==> src/rtl/pipe_stage_reg_if.sv <==
// Valid/ready/data bundle for one side of a pipeline stage boundary.
// master drives valid and data; slave drives ready.
interface pipe_stage_reg_if #(
  parameter int W = 160
);
  logic         valid;
  logic         ready;
  logic [W-1:0] data;

  modport master (output valid, output data, input ready);
  modport slave  (input valid, input data, output ready);
endinterface

==> src/rtl/pipe_stage_reg.sv <==
// Pipeline stage register with flush and a saturating stall-cycle counter.
// Latency 1 cycle; in_ready drops when full (PIPE_STAGE_REG_SKID_EN: 2-entry skid, in_ready from a flop).
// Backpressure: out_data/out_valid hold while stalled; in_ready forced low during reset.
module pipe_stage_reg #(
  parameter int                   PAYLOAD_W = 160,
  parameter logic [PAYLOAD_W-1:0] RESET_VAL = '0,
  parameter int                   CNT_W     = 32
) (
  input  logic                  clk,
  input  logic                  reset,
  input  logic                  flush,
  pipe_stage_reg_if.slave       in_if,
  pipe_stage_reg_if.master      out_if,
  output logic [CNT_W-1:0]      stall_cycles
);

  localparam logic [CNT_W-1:0] CNT_ONE = {{(CNT_W-1){1'b0}}, 1'b1};

  logic                 acc;
  logic                 emit;
  logic [PAYLOAD_W-1:0] main_q, main_d;
  logic [CNT_W-1:0]     stall_q, stall_d;

  // A beat offered while flushing is squashed even if in_ready is high.
  assign acc          = in_if.valid && in_if.ready && !flush;
  assign emit         = out_if.valid && out_if.ready;
  assign out_if.data  = main_q;
  assign stall_cycles = stall_q;

  always_comb begin
    stall_d = stall_q;
    if (out_if.valid && !out_if.ready && (stall_q != '1)) begin
      stall_d = stall_q + CNT_ONE;
    end
  end

`ifdef PIPE_STAGE_REG_SKID_EN
  typedef enum logic [1:0] {ST_EMPTY, ST_ONE, ST_TWO} state_t;

  state_t               state_q, state_d;
  logic [PAYLOAD_W-1:0] skid_q, skid_d;
  logic                 in_ready_q, in_ready_d;

  assign out_if.valid = (state_q != ST_EMPTY);
  assign in_if.ready  = in_ready_q && !reset;

  always_comb begin
    state_d = state_q;
    main_d  = main_q;
    skid_d  = skid_q;
    unique case (state_q)
      ST_EMPTY: begin
        if (acc) begin
          main_d  = in_if.data;
          state_d = ST_ONE;
        end
      end
      ST_ONE: begin
        if (acc && emit) begin
          main_d = in_if.data;
        end else if (acc) begin
          skid_d  = in_if.data;
          state_d = ST_TWO;
        end else if (emit) begin
          state_d = ST_EMPTY;
        end
      end
      ST_TWO: begin
        if (emit) begin
          main_d  = skid_q;
          state_d = ST_ONE;
        end
      end
      default: state_d = ST_EMPTY;
    endcase
    // Flush leaves out_data as it was, even if a skid promotion was pending.
    if (flush) begin
      state_d = ST_EMPTY;
      main_d  = main_q;
      skid_d  = skid_q;
    end
    in_ready_d = (state_d != ST_TWO);
  end

  always_ff @(posedge clk) begin
    if (reset) begin
      state_q    <= ST_EMPTY;
      main_q     <= RESET_VAL;
      skid_q     <= '0;
      in_ready_q <= 1'b1;
      stall_q    <= '0;
    end else begin
      state_q    <= state_d;
      main_q     <= main_d;
      skid_q     <= skid_d;
      in_ready_q <= in_ready_d;
      stall_q    <= stall_d;
    end
  end
`else
  typedef enum logic {ST_EMPTY, ST_FULL} state_t;

  state_t state_q, state_d;

  assign out_if.valid = (state_q != ST_EMPTY);
  assign in_if.ready  = (!out_if.valid || out_if.ready) && !reset;

  always_comb begin
    state_d = state_q;
    main_d  = main_q;
    if (acc) begin
      main_d  = in_if.data;
      state_d = ST_FULL;
    end else if (emit) begin
      state_d = ST_EMPTY;
    end
    if (flush) begin
      state_d = ST_EMPTY;
    end
  end

  always_ff @(posedge clk) begin
    if (reset) begin
      state_q <= ST_EMPTY;
      main_q  <= RESET_VAL;
      stall_q <= '0;
    end else begin
      state_q <= state_d;
      main_q  <= main_d;
      stall_q <= stall_d;
    end
  end
`endif

endmodule
==> src/flat_wrapper.sv <==
// flat-port wrapper written by rule: the top's interface ports become plain ports
module pipe_stage_reg_flat 
#(
  parameter int                   PAYLOAD_W = 160,
  parameter logic [PAYLOAD_W-1:0] RESET_VAL = '0,
  parameter int                   CNT_W     = 32
)
  (clk, reset, flush, stall_cycles, in_if_valid, in_if_data, in_if_ready, out_if_valid, out_if_data, out_if_ready);
  pipe_stage_reg_if in_if_i ();
  pipe_stage_reg_if out_if_i ();
  input  logic clk;
  input  logic reset;
  input  logic flush;
  output logic [CNT_W-1:0] stall_cycles;
  input wire logic [$bits(in_if_i.valid)-1:0] in_if_valid;
  input wire logic [$bits(in_if_i.data)-1:0] in_if_data;
  output wire logic [$bits(in_if_i.ready)-1:0] in_if_ready;
  output wire logic [$bits(out_if_i.valid)-1:0] out_if_valid;
  output wire logic [$bits(out_if_i.data)-1:0] out_if_data;
  input wire logic [$bits(out_if_i.ready)-1:0] out_if_ready;
  assign in_if_i.valid = in_if_valid;
  assign in_if_i.data = in_if_data;
  assign in_if_ready = in_if_i.ready;
  assign out_if_valid = out_if_i.valid;
  assign out_if_data = out_if_i.data;
  assign out_if_i.ready = out_if_ready;
  pipe_stage_reg #(.PAYLOAD_W(PAYLOAD_W), .RESET_VAL(RESET_VAL), .CNT_W(CNT_W)) u_core (.clk(clk), .reset(reset), .flush(flush), .in_if(in_if_i), .out_if(out_if_i), .stall_cycles(stall_cycles));
endmodule
==> config.mk <==
export PLATFORM = sky130hd
export DESIGN_NAME = pipe_stage_reg_flat
export DESIGN_NICKNAME = d
export VERILOG_FILES = /design/src/rtl/pipe_stage_reg_if.sv /design/src/rtl/pipe_stage_reg.sv /design/src/flat_wrapper.sv
export SDC_FILE = /design/constraint.sdc
export NUM_CORES = 1
export LEC_CHECK = 0
export ABC_CLOCK_PERIOD_IN_PS = 6500
export BUFFER_PORTS_ARGS = -buffer_cell sky130_fd_sc_hd__buf_2
export CORE_AREA = 4 4 139 141
export CTS_CLUSTER_SIZE = 10
export DETAILED_ROUTE_END_ITERATION = 16
export DIE_AREA = 0 0 143 145
export MAX_ROUTING_LAYER = met4
export PLACE_DENSITY = 0.72
export RECOVER_POWER = 100
export REMOVE_ABC_BUFFERS = 1
export SLEW_MARGIN = 20
export SYNTH_ARGS = -nofsm -noshare
export SYNTH_HDL_FRONTEND = slang
export SYNTH_SLANG_ARGS = --single-unit
export TNS_END_PERCENT = 1
==> constraint.sdc <==
create_clock -name clk -period 6.5 [get_ports clk]
set_clock_uncertainty 0.15 [all_clocks]
set_input_delay 1.3 -clock clk [delete_from_list [all_inputs] [get_ports clk]]
set_output_delay 1.3 -clock clk [all_outputs]
set_load 0.02 [all_outputs]
==> impl_metrics.yaml <==
sta:
  grt_setup_unrepaired: "false"
  maxSlewHeadroom_pct: -33.9
  finalHoldViolCount: 0
  finalSetupViolations: 0
  period_needed_ps: 4350
  whs_ps: 303
  fmax_mhz: 230
  setup_slack_ps: 2150
  period_share_pct: 66.9
  drv_slew: 98
  tns_ps: 0
  worst_pin_slew_ps: 2010
power:
  powerDensity_mw_per_mm2: 271
  peakVddDrop_uv: 166
  power_w: 0.00254
  p_leak_nw: 3.38
worst_setup_path:
  critical_path.cell_chain: "buf_6, nor2_1, nand3_4, clkbuf_2, nand2_1, a21oi_1"
  critPathCapture: "u_core.out_if.data[10]"
  required_ps: 6670
  r2r_slack_ps: 3320
  path_max_fanout: 100
  critPathLaunch: "reset"
  cpPeakStageDelay_ps: 1220
  crit_type: "input port to flip-flop"
  crit_slowest_cell: "clkbuf_2"
  cp-start-kind: "input port"
  worst_r2r_endpoint: "u_core.out_if.data[10]"
  arrival_ps: 4520
  crit_path_end_kind: "flip-flop"
  r2r_cells: 5
  regToRegStartpoint: "u_core.out_if.valid"
layout:
  syn2layout_area_growth_pct: 31.9
  post-route-util_pct: 52.1
  drive_gt1_share_pct: 17.2
  seqCellArea_mm2: 0.00386
  n_fill_cell: 1839
  multi_input_area_mm2: 0.00298
  nNetsFinal: 1378
die:
  core_area_mm2: 0.0180
  initial_core_util_pct: 39.5
  design.die.area_mm2: 0.0207
  rows: 49
  pin_count: 359
  die_w_um: 143
  fp.dieH_um: 145
global_route:
  grt_overflow: 0
  antenna_found_initial: 2
  grt.total_usage_pct: 20.4
  grt_max_degree: 101
  grt_pass1_wl_mm: 33.6
  grt_pass1_vias: 6440
clocking:
  root_buffer: "clkbuf_16"
  clock_tree.buffer_depth: 2
  post_cts_buffers: 0
  path_clk_slew_ps: 70
  clkSinkCount: 193
  htreeDepth: 4
  clock_latency_ps: 420
  cts_made_buffers: 17
  cts_tree: "yes"
  cts_resized: 0
  holdBufCountCts: 0
yosys:
  ys.flop_type: "dfxtp_1"
  ys_seq_area_share_pct: 54.4
  synth-async-reset-ratio_pct: 0
  synthCells: 897
  ys_types: 41
  synth_top_area_share_pct: 54.4
  synth_top_cell_by_area: "dfxtp_1"
  yosysWarnings: 0
  ys_seq_elements: 193
  synth-edff-count: 0
  synthTopCellsByArea: "dfxtp_1 54%, nand2_1 17%, a21oi_1 13%"
  mappedNetlistArea_mm2: 0.00710
  syn_avg_cell_area_um2: 7.91
min_path:
  hold_class: "flip-flop to flip-flop"
detailed_routing:
  vias_per_cell: 4.90
  drcViolationCount: 0
  wl_mm: 22.1
  drt-pass1-iter-count: 5
  wl_per_cell_um: 15.2
  ant_nets: 0
  drt_iter0_drc: 368
  vias: 7129
placed_design:
  hpwl_mm: 15.5
  place_congestion: 0.832
  io_buffers: 358
  dp_slack_ps: 2270
run:
  drv_cap: 2
run_status:
  violations: "max-capacitance violations, max-slew violations"
  status: "complete, but fails checks"
## cells by family (layout without fill, tap and decap cells)
kind of cell               Yosys count  after routing  synth area share, %
xor gates and xnor gates             9              9                 1.11
AOI/OAI and AO/OA                  206            206                 15.2
adders and majority gates            1              1                0.176
and+or+nand+nor                    415            415                 24.9
muxes                                3              3                0.458
buffers and inverters               70            398                 3.75
DFF                                193            193                 54.4
other                                0              2                    0
## final cells by class
type / instances / area share (%)
multi-input combinational: 634 / 31.8
antenna: 2 / 0.0535
inverter: 4 / 0.160
clock inverter: 15 / 2.12
clock buffer: 17 / 4.54
tap: 229 / 3.06
sequential: 193 / 41.3
timing repair buffer: 362 / 17.0
## cell usage after synthesis (all sizes together) (4+ instances only)
| cell | number |
|---|---|
| nor2 | 16 |
| nand2 | 330 |
| nand4 | 11 |
| nor3 | 4 |
| nor4 | 5 |
| inv | 4 |
| o31ai | 9 |
| o21ai | 7 |
| dfxtp | 193 |
| xnor2 | 8 |
| or3 | 8 |
| nand3 | 10 |
| a21oi | 181 |
| or4 | 12 |
| clkbuf | 62 |
| buf | 4 |
## layout by cell type (no fill, tap or decap), drive strengths merged, types with 3 or more instances in the layout
cell type	count
nor2b	3
o21ai	7
bufinv	3
a21oi	181
nand4	11
nor2	16
a211oi	3
nor4	5
clkbuf	214
clkinv	3
nand2	330
o41ai	3
or3	8
clkinvlp	4
buf	165
xnor2	8
or4	12
and4	3
o31ai	9
or4b	3
and3	3
inv	9
dfxtp	193
nand3	10
nor3	4
or2	3
## metal layers
metal / up-vias / wire length (um) / global-route usage (%)
met5: - / 0 / -
li1: 3621 / - / -
met4: 0 / 363 / 6.04
met1: 3231 / 9030 / 24.8
met3: 26 / 1650 / 4.57
met2: 251 / 11100 / 33.8
## sequential cells by signal, indices dropped and copies added (netlist names)
register	count
u_core.out_if.data	160
u_core.stall_cycles	32
u_core.out_if.valid	1
## power breakdown
group	internal [W]	switching [W]	leakage, nW
clock network	0.000618	0.000476	0.293
logic	0.0000717	0.000139	1.52
registers	0.00122	0.0000164	1.57
## critical path: cells and delay by family
family / cells / cell delay, ps
buffers and inverters: 2 / 1760
AOI/OAI and AO/OA: 1 / 180
and+or+nand+nor: 3 / 1120
## how the worst min path moves through the flow
stage / startpoint / end / slack, ps / depth (start not counted)
6_report: u_core.out_if.data[23] / u_core.out_if.data[23] / 300 / 2
5_1_grt: u_core.out_if.data[39] / u_core.out_if.data[39] / 320 / 2
4_1_cts: u_core.out_if.data[83] / u_core.out_if.data[83] / 300 / 2
3_5_place_dp: u_core.out_if.data[83] / u_core.out_if.data[83] / 290 / 2
3_3_place_gp: u_core.out_if.data[140] / u_core.out_if.data[140] / 290 / 2
2_1_floorplan: u_core.out_if.data[0] / u_core.out_if.data[0] / 380 / 2
## metrics by stage
stage,instance area (um2),std cells
after CTS,9620,1454
after global routing,9360,1456
after global placement,8990,1422
final,9360,1456
after detailed placement,8990,1422
after floorplan,6850,831
(Power assumes the default switching activity.)
